### src/rtl/led_array_pkg.sv
// Shared FSM state type, default geometry and a small constant helper for the LED array scan path.
package led_array_pkg;

    typedef enum logic [1:0] {
        ST_IDLE  = 2'd0,
        ST_BLANK = 2'd1,
        ST_LOAD  = 2'd2,
        ST_ON    = 2'd3
    } scan_state_e;

    localparam int DEF_ROWS = 32;
    localparam int DEF_COLS = 32;

    function automatic int max_int(input int a, input int b);
        return (a > b) ? a : b;
    endfunction

endpackage

### src/rtl/led_frame_dpbuf.sv
// Double-buffered frame store: writes go to the back bank, the registered read port serves the front bank.
module led_frame_dpbuf
    import led_array_pkg::*;
#(
    parameter  int ROWS  = DEF_ROWS,
    parameter  int COLS  = DEF_COLS,
    localparam int ROW_W = (ROWS > 1) ? $clog2(ROWS) : 1
) (
    input  logic             i_CLK,
    input  logic             i_RESET,
    input  logic             i_WR_EN,
    input  logic [ROW_W-1:0] i_WR_ROW,
    input  logic [COLS-1:0]  i_WR_DATA,
    input  logic             i_RD_EN,
    input  logic [ROW_W-1:0] i_RD_ROW,
    input  logic             i_SWAP,
    output logic [COLS-1:0]  o_RD_DATA
);

    logic [COLS-1:0] bank0_q [ROWS];
    logic [COLS-1:0] bank1_q [ROWS];
    logic [COLS-1:0] rd_q;
    logic            sel_q;
    logic            wr_ok_s;

    // Row addresses beyond the last row are dropped; a full power-of-two address space needs no check.
    generate
        if ((1 << ROW_W) == ROWS) begin : g_full_range
            assign wr_ok_s = 1'b1;
        end else begin : g_part_range
            assign wr_ok_s = ({1'b0, i_WR_ROW} < (ROW_W + 1)'(ROWS));
        end
    endgenerate

    // Back-bank write port; sel_q=0 means bank0 is front, so writes land in bank1.
    always_ff @(posedge i_CLK) begin
        if (i_WR_EN && wr_ok_s) begin
            if (sel_q) begin
                bank0_q[i_WR_ROW] <= i_WR_DATA;
            end else begin
                bank1_q[i_WR_ROW] <= i_WR_DATA;
            end
        end
    end

    // Registered front-bank read and the bank-select bit.
    always_ff @(posedge i_CLK) begin
        if (i_RESET) begin
            rd_q  <= {COLS{1'b0}};
            sel_q <= 1'b0;
        end else begin
            if (i_RD_EN) begin
                rd_q <= sel_q ? bank1_q[i_RD_ROW] : bank0_q[i_RD_ROW];
            end
            if (i_SWAP) begin
                sel_q <= ~sel_q;
            end
        end
    end

    assign o_RD_DATA = rd_q;

endmodule

### src/rtl/led_scan_scheduler.sv
// Row-scan sequencer for the LED array: blank, load, lit phases per row with frame-aligned buffer swaps.
// Optional LED_SCAN_BRIGHTNESS_EN adds i_BRIGHT to shorten the lit part of each ON phase.
module led_scan_scheduler
    import led_array_pkg::*;
#(
    parameter  int ROWS      = DEF_ROWS,
    parameter  int COLS      = DEF_COLS,
    parameter  int BLANK_CYC = 4,
    parameter  int ON_CYC    = 64,
    localparam int ROW_W     = (ROWS > 1) ? $clog2(ROWS) : 1
) (
    input  logic             i_CLK,
    input  logic             i_RESET,
    input  logic             i_ENA_p,
    input  logic             i_WR_EN,
    input  logic [ROW_W-1:0] i_WR_ROW,
    input  logic [COLS-1:0]  i_WR_DATA,
    input  logic             i_SWAP_REQ,
`ifdef LED_SCAN_BRIGHTNESS_EN
    input  logic [7:0]       i_BRIGHT,
`endif
    output logic [COLS-1:0]  o_LED,
    output logic [ROW_W-1:0] o_ROW,
    output logic             o_BLANK,
    output logic             o_TOGGLE_SYNC,
    output logic             o_HEAD_FLAG,
    output logic             o_SWAP_ACK
);

    localparam int MAX_CYC = max_int(BLANK_CYC, ON_CYC);
    localparam int PH_W    = (MAX_CYC > 1) ? $clog2(MAX_CYC) : 1;

    scan_state_e      state_q, state_d;
    logic [PH_W-1:0]  phase_q, phase_d;
    logic [ROW_W-1:0] row_q, row_d;
    logic             toggle_q, toggle_d;
    logic             head_q, head_d;
    logic             pending_q, pending_d;
    logic             ack_q, ack_d;
    logic             blank_q, blank_d;
    logic [COLS-1:0]  led_q, led_d;

    logic             last_blank_s, last_on_s, last_row_s;
    logic             swap_apply_s, rd_en_s, lit_s;
    logic [COLS-1:0]  rd_data_s;

    led_frame_dpbuf #(
        .ROWS (ROWS),
        .COLS (COLS)
    ) u_dpbuf (
        .i_CLK     (i_CLK),
        .i_RESET   (i_RESET),
        .i_WR_EN   (i_WR_EN),
        .i_WR_ROW  (i_WR_ROW),
        .i_WR_DATA (i_WR_DATA),
        .i_RD_EN   (rd_en_s),
        .i_RD_ROW  (row_q),
        .i_SWAP    (swap_apply_s),
        .o_RD_DATA (rd_data_s)
    );

`ifdef LED_SCAN_BRIGHTNESS_EN
    logic [7:0] bright_q;

    // Brightness is captured together with the row data so it stays constant for the whole ON phase.
    always_ff @(posedge i_CLK) begin
        if (i_RESET) begin
            bright_q <= 8'd0;
        end else if (rd_en_s) begin
            bright_q <= i_BRIGHT;
        end else begin
            bright_q <= bright_q;
        end
    end

    assign lit_s = (32'(phase_d) < 32'(bright_q));
`else
    assign lit_s = 1'b1;
`endif

    // Next-state, row/sync bookkeeping, swap handling and next output values.
    always_comb begin
        state_d      = state_q;
        row_d        = row_q;
        toggle_d     = toggle_q;
        head_d       = head_q;
        last_blank_s = (phase_q == PH_W'(BLANK_CYC - 1));
        last_on_s    = (phase_q == PH_W'(ON_CYC - 1));
        last_row_s   = (row_q == ROW_W'(ROWS - 1));

        case (state_q)
            ST_IDLE: begin
                if (i_ENA_p) begin
                    state_d = ST_BLANK;
                end else begin
                    state_d = ST_IDLE;
                end
            end
            ST_BLANK: begin
                if (last_blank_s) begin
                    state_d = ST_LOAD;
                end else begin
                    state_d = ST_BLANK;
                end
            end
            ST_LOAD: begin
                state_d = ST_ON;
            end
            ST_ON: begin
                if (last_on_s) begin
                    row_d   = last_row_s ? {ROW_W{1'b0}} : (row_q + ROW_W'(1));
                    state_d = i_ENA_p ? ST_BLANK : ST_IDLE;
                end else begin
                    state_d = ST_ON;
                end
            end
            default: begin
                state_d = ST_IDLE;
            end
        endcase

        if ((state_d == ST_BLANK) && (state_q != ST_BLANK)) begin
            toggle_d = ~toggle_q;
            head_d   = (row_d == {ROW_W{1'b0}});
        end else begin
            toggle_d = toggle_q;
            head_d   = head_q;
        end

        if ((state_d != state_q) || (state_q == ST_IDLE)) begin
            phase_d = {PH_W{1'b0}};
        end else begin
            phase_d = phase_q + PH_W'(1);
        end

        // A swap is only legal between frames, or at once while the scan is parked.
        swap_apply_s = pending_q &&
                       (((state_q == ST_ON) && last_on_s && last_row_s) || (state_q == ST_IDLE));
        if (i_SWAP_REQ) begin
            pending_d = 1'b1;
        end else if (swap_apply_s) begin
            pending_d = 1'b0;
        end else begin
            pending_d = pending_q;
        end
        ack_d = swap_apply_s;

        rd_en_s = (state_d == ST_LOAD);
        if ((state_d == ST_ON) && lit_s) begin
            led_d   = rd_data_s;
            blank_d = 1'b0;
        end else begin
            led_d   = {COLS{1'b0}};
            blank_d = 1'b1;
        end
    end

    // State and output registers.
    always_ff @(posedge i_CLK) begin
        if (i_RESET) begin
            state_q   <= ST_IDLE;
            phase_q   <= {PH_W{1'b0}};
            row_q     <= {ROW_W{1'b0}};
            toggle_q  <= 1'b0;
            head_q    <= 1'b0;
            pending_q <= 1'b0;
            ack_q     <= 1'b0;
            blank_q   <= 1'b1;
            led_q     <= {COLS{1'b0}};
        end else begin
            state_q   <= state_d;
            phase_q   <= phase_d;
            row_q     <= row_d;
            toggle_q  <= toggle_d;
            head_q    <= head_d;
            pending_q <= pending_d;
            ack_q     <= ack_d;
            blank_q   <= blank_d;
            led_q     <= led_d;
        end
    end

    assign o_LED         = led_q;
    assign o_ROW         = row_q;
    assign o_BLANK       = blank_q;
    assign o_TOGGLE_SYNC = toggle_q;
    assign o_HEAD_FLAG   = head_q;
    assign o_SWAP_ACK    = ack_q;

endmodule

### config.mk
export PLATFORM = sky130hd
export DESIGN_NAME = led_scan_scheduler
export DESIGN_NICKNAME = d
export VERILOG_FILES = /design/src/rtl/led_array_pkg.sv /design/src/rtl/led_frame_dpbuf.sv /design/src/rtl/led_scan_scheduler.sv
export SDC_FILE = /design/constraint.sdc
export NUM_CORES = 2
export LEC_CHECK = 0
export CAP_MARGIN = 20
export CORE_MARGIN = 2
export CORE_UTILIZATION = 55
export CTS_BUF_LIST = sky130_fd_sc_hd__clkbuf_8 sky130_fd_sc_hd__clkbuf_16
export DETAILED_ROUTE_END_ITERATION = 10
export DONT_BUFFER_PORTS = 1
export PLACE_DENSITY = 0.81
export SYNTH_ARGS = -nofsm -noshare
export SYNTH_HDL_FRONTEND = slang
export SYNTH_SLANG_ARGS = --single-unit
### constraint.sdc
create_clock -name i_CLK -period 5.6 [get_ports i_CLK]
set_clock_uncertainty 0.15 [all_clocks]
set_input_delay 0 -clock i_CLK [delete_from_list [all_inputs] [get_ports i_CLK]]
set_output_delay 0 -clock i_CLK [all_outputs]
set_load 0.01 [all_outputs]
==> reports/qor.yml <==
grt_usage_pct: 28.1
cts_buffer_depth: 3
endpoint: "u_dpbuf.o_RD_DATA[1]"
postRouteAntennaNets: 0
syn_avg_cell_area_sq_um: 20.4
r2r_setup_slack_ns: 1.74
num_vias: 42333
comb_power_share_pct: 1.7
power.switching_mw: 6.26
worst-path-stages: 6
critPathSlowestCell: "o2bb2ai_1"
synth.distinct_cells: 45
fp.dieW_um: 387
setup_viol: 0
gp_congestion: 1.00
die_h_um: 387
hp-class: "primary input to flop"
drt-vias-per-instance: 6.83
rsz0062_at_grt: "no"
clkTransAtPathRegs_ns: 0.06
numCtsBuffers: 193
cts_tree: "yes"
netlist.area_leader.share_pct: 76.2
postCtsSetupBuffers: 0
core-area_sq_um: 146000
antenna_found_initial: 24
ys_seq_area_share_pct: 78.3
portBuffers: 0
startpoint: "phase_q[0]"
total_power_mw: 31.3
p_int_mw: 25.0
finalMaxSlewViolations: 0
rr_worst_depth: 6
arrival_ns: 4.51
cp-end-kind: "flop"
cpLargestDelayFamily: "simple AND/OR/NAND/NOR gates"
vdd_drop_max_mv: 0.364
power.share.sequential_pct: 56.1
rows: 140
crit_path_start_kind: "flop"
syn-num-nets: 4001
area_growth_pct: 13.3
netlist_instances: 3956
min-delay-start: "i_WR_ROW[3]"
crit_buf_inv: 0
tns_ns: 0
clk_latency_ns: 0.84
final_core_util_pct: 62.8
grt_max_degree: 123
report.final.hold_viol_count: 0
routedWlPerCell_um: 34.2
synth_seq_cells: 2131
ys_top_cells_by_area: "edfxtp_1 (76%), mux4_2 (8.9%), mux2i_1 (5.2%), dfxtp_1 (2.1%), a22o_1 (1.4%)"
period_needed_ns: 3.86
nNetsFinal: 4159
clkSinkCount: 2131
synth_edf_count: 2048
drive_gt1_share_pct: 19.4
pin_count: 83
p_leak_nw: 27.7
ys.flop_type: "edfxtp_1"
dp_hpwl_um: 111000
status: "complete, but fails checks"
dieArea_sq_um: 150000
slew_headroom_pct: 20.6
gr-total-overflow: 0
cp_data_required_time_ns: 6.24
max_stage_delay_ns: 0.91
drc: 3
syn-cell-area_sq_um: 80700
drv_cap: 0
root_buffer: "clkbuf_16"
grt_pass1_vias: 41857
crit_fanout: 34
wl_um: 212000
failed_checks: "design-rule violations"
synth-warning-count: 0
grt_pass1_wl_um: 301000
drtIter0Drc: 6798
cellPowerDensity_nw_per_um2: 342
crit_chain: "ha_1, or4b_4, or4_4, or2_1, o2bb2ai_1, or3_1"
worstMarginPinSlew_ns: 1.19
hold_slack_ns: 0.00712
critPathKind: "flop to flop"
initial_utilization_pct: 55.4
swShare_pct: 20.0
regToRegStartpoint: "phase_q[0]"
yosys.area.top_type: "edfxtp_1"
max_clock_freq_mhz: 259
timing.rr.end: "u_dpbuf.o_RD_DATA[1]"
drt_pre_antenna_iters: 11
final.period_utilization_pct: 69.0
ctsHtreeMaxLevel: 4
power_frac_clock_pct: 42.2
async_flop_share_pct: 0
-- registers in the layout (all words and copies together), names as in the netlist --
register,cells
u_dpbuf.bank0_q,1024
u_dpbuf.bank1_q,1024
o_LED,32
u_dpbuf.o_RD_DATA,32
phase_q,6
o_ROW,5
state_q,2
o_BLANK,1
o_HEAD_FLAG,1
o_SWAP_ACK,1
o_TOGGLE_SYNC,1
pending_q,1
u_dpbuf.sel_q,1
-- routing by layer --
| layer | GRT usage (%) | vias to the layer above | part of all wire (%) |
|---|---|---|---|
| met5 | 0 | - | 0.17 |
| met4 | 13.4 | 28 | 5.1 |
| met1 | 35.6 | 21682 | 34 |
| met3 | 9.37 | 604 | 13 |
| li1 | - | 16654 | - |
| met2 | 44.0 | 3365 | 48 |
-- power by group through the flow --
| stage | Sequential, mW | Clock [mW] | Combinational, mW |
|---|---|---|---|
| after global placement | 17.9 | 0 | 0.136 |
| after floorplan | 17.9 | 0 | 0.0758 |
| after global routing | 17.5 | 13.8 | 0.549 |
| after CTS | 17.5 | 13.2 | 0.520 |
| final | 17.5 | 13.2 | 0.532 |
| after detailed placement | 17.9 | 0 | 0.139 |
-- final cells by class --
cell class	instances	area, sq um
Antenna cell	8	20.0
Clock buffer	217	5230
Clock inverter	134	1080
Fill cell	9065	54200
Inverter	4	15.0
Multi-Input combinational cell	1588	17000
Sequential cell	2131	63200
Tap cell	1917	2400
Timing Repair Buffer	196	2450
-- worst reg2reg max path, delay by kind of cell, from the launching register on --
family                   cells  cell delay (ns)
adder cells (fa/ha/maj)      1             0.21
AND/OR/NAND/NOR              4             2.20
AO/OA/AOI/OAI                1             0.91
flip-flops                   1             0.35
-- layout by cell type (no fill, tap or decap), types with 34 or more instances in the layout --
master,instances
a21oi_1,38
clkinv_1,38
edfxtp_1,2048
nand3_1,40
mux4_2,320
mux2i_1,417
o22ai_1,160
or3_1,36
nor2_4,65
buf_4,94
a22o_1,128
dlygate4sd3_1,52
dfxtp_1,80
clkinv_2,34
clkbuf_16,199
nor2_1,149
nand2_1,42
inv_1,37
-- worst min-delay path by stage --
| stage | end | depth (start not counted) |
|---|---|---|
| floorplan | u_dpbuf.bank0_q[0][0] | 0 |
| global placement | o_ROW[2] | 1 |
| detailed placement | o_ROW[2] | 1 |
| CTS | u_dpbuf.bank1_q[22][16] | 2 |
| global route | u_dpbuf.bank0_q[8][12] | 2 |
| finish | u_dpbuf.bank0_q[8][12] | 2 |
-- cell families after synthesis --
kind of cell,after synthesis,synth area share [%]
AOI/OAI and AO/OA,434,3.86
xor gates and xnor gates,6,0.0651
adders and majority gates,3,0.0465
buffers and inverters,237,1.26
DFF,2131,78.3
muxes,737,14.1
and+or+nand+nor,408,2.37
-- what timing repair did --
| action | 4_1_cts | 5_1_grt |
|---|---|---|
| setup endpoints to repair | 0 | 0 |
| resized for setup | 0 | 0 |
| hold endpoints to repair | 2489 | 2 |
| hold buffers | 82 | 2 |
-- per-stage QoR --
stage | std cells | setup WS, ns | instance area, sq um
floorplan | 3956 | 2.54 | 80700
global placement | 5744 | 1.58 | 83500
detailed placement | 5745 | 1.44 | 83500
CTS | 6178 | 1.36 | 91200
global route | 6188 | 1.64 | 91400
finish | 6195 | 1.74 | 91400
-- Yosys cell counts (4+ instances only) --
cell type / n
nor2b_1: 7
o21ai_0: 5
o22ai_1: 160
edfxtp_1: 2048
nand4bb_1: 4
or3_1: 36
inv_1: 4
nand2_1: 42
xor2_1: 4
a22oi_1: 32
mux4_2: 320
mux2i_1: 417
clkbuf_1: 140
buf_2: 77
o2bb2ai_1: 32
a31oi_1: 33
nand3_1: 40
nand4b_1: 4
buf_6: 4
nor2_1: 217
and3_1: 33
buf_1: 11
a22o_1: 128
dfxtp_1: 83
a21oi_1: 38
nand3b_1: 4
Note: power is estimated with default switching activity, not from simulation.
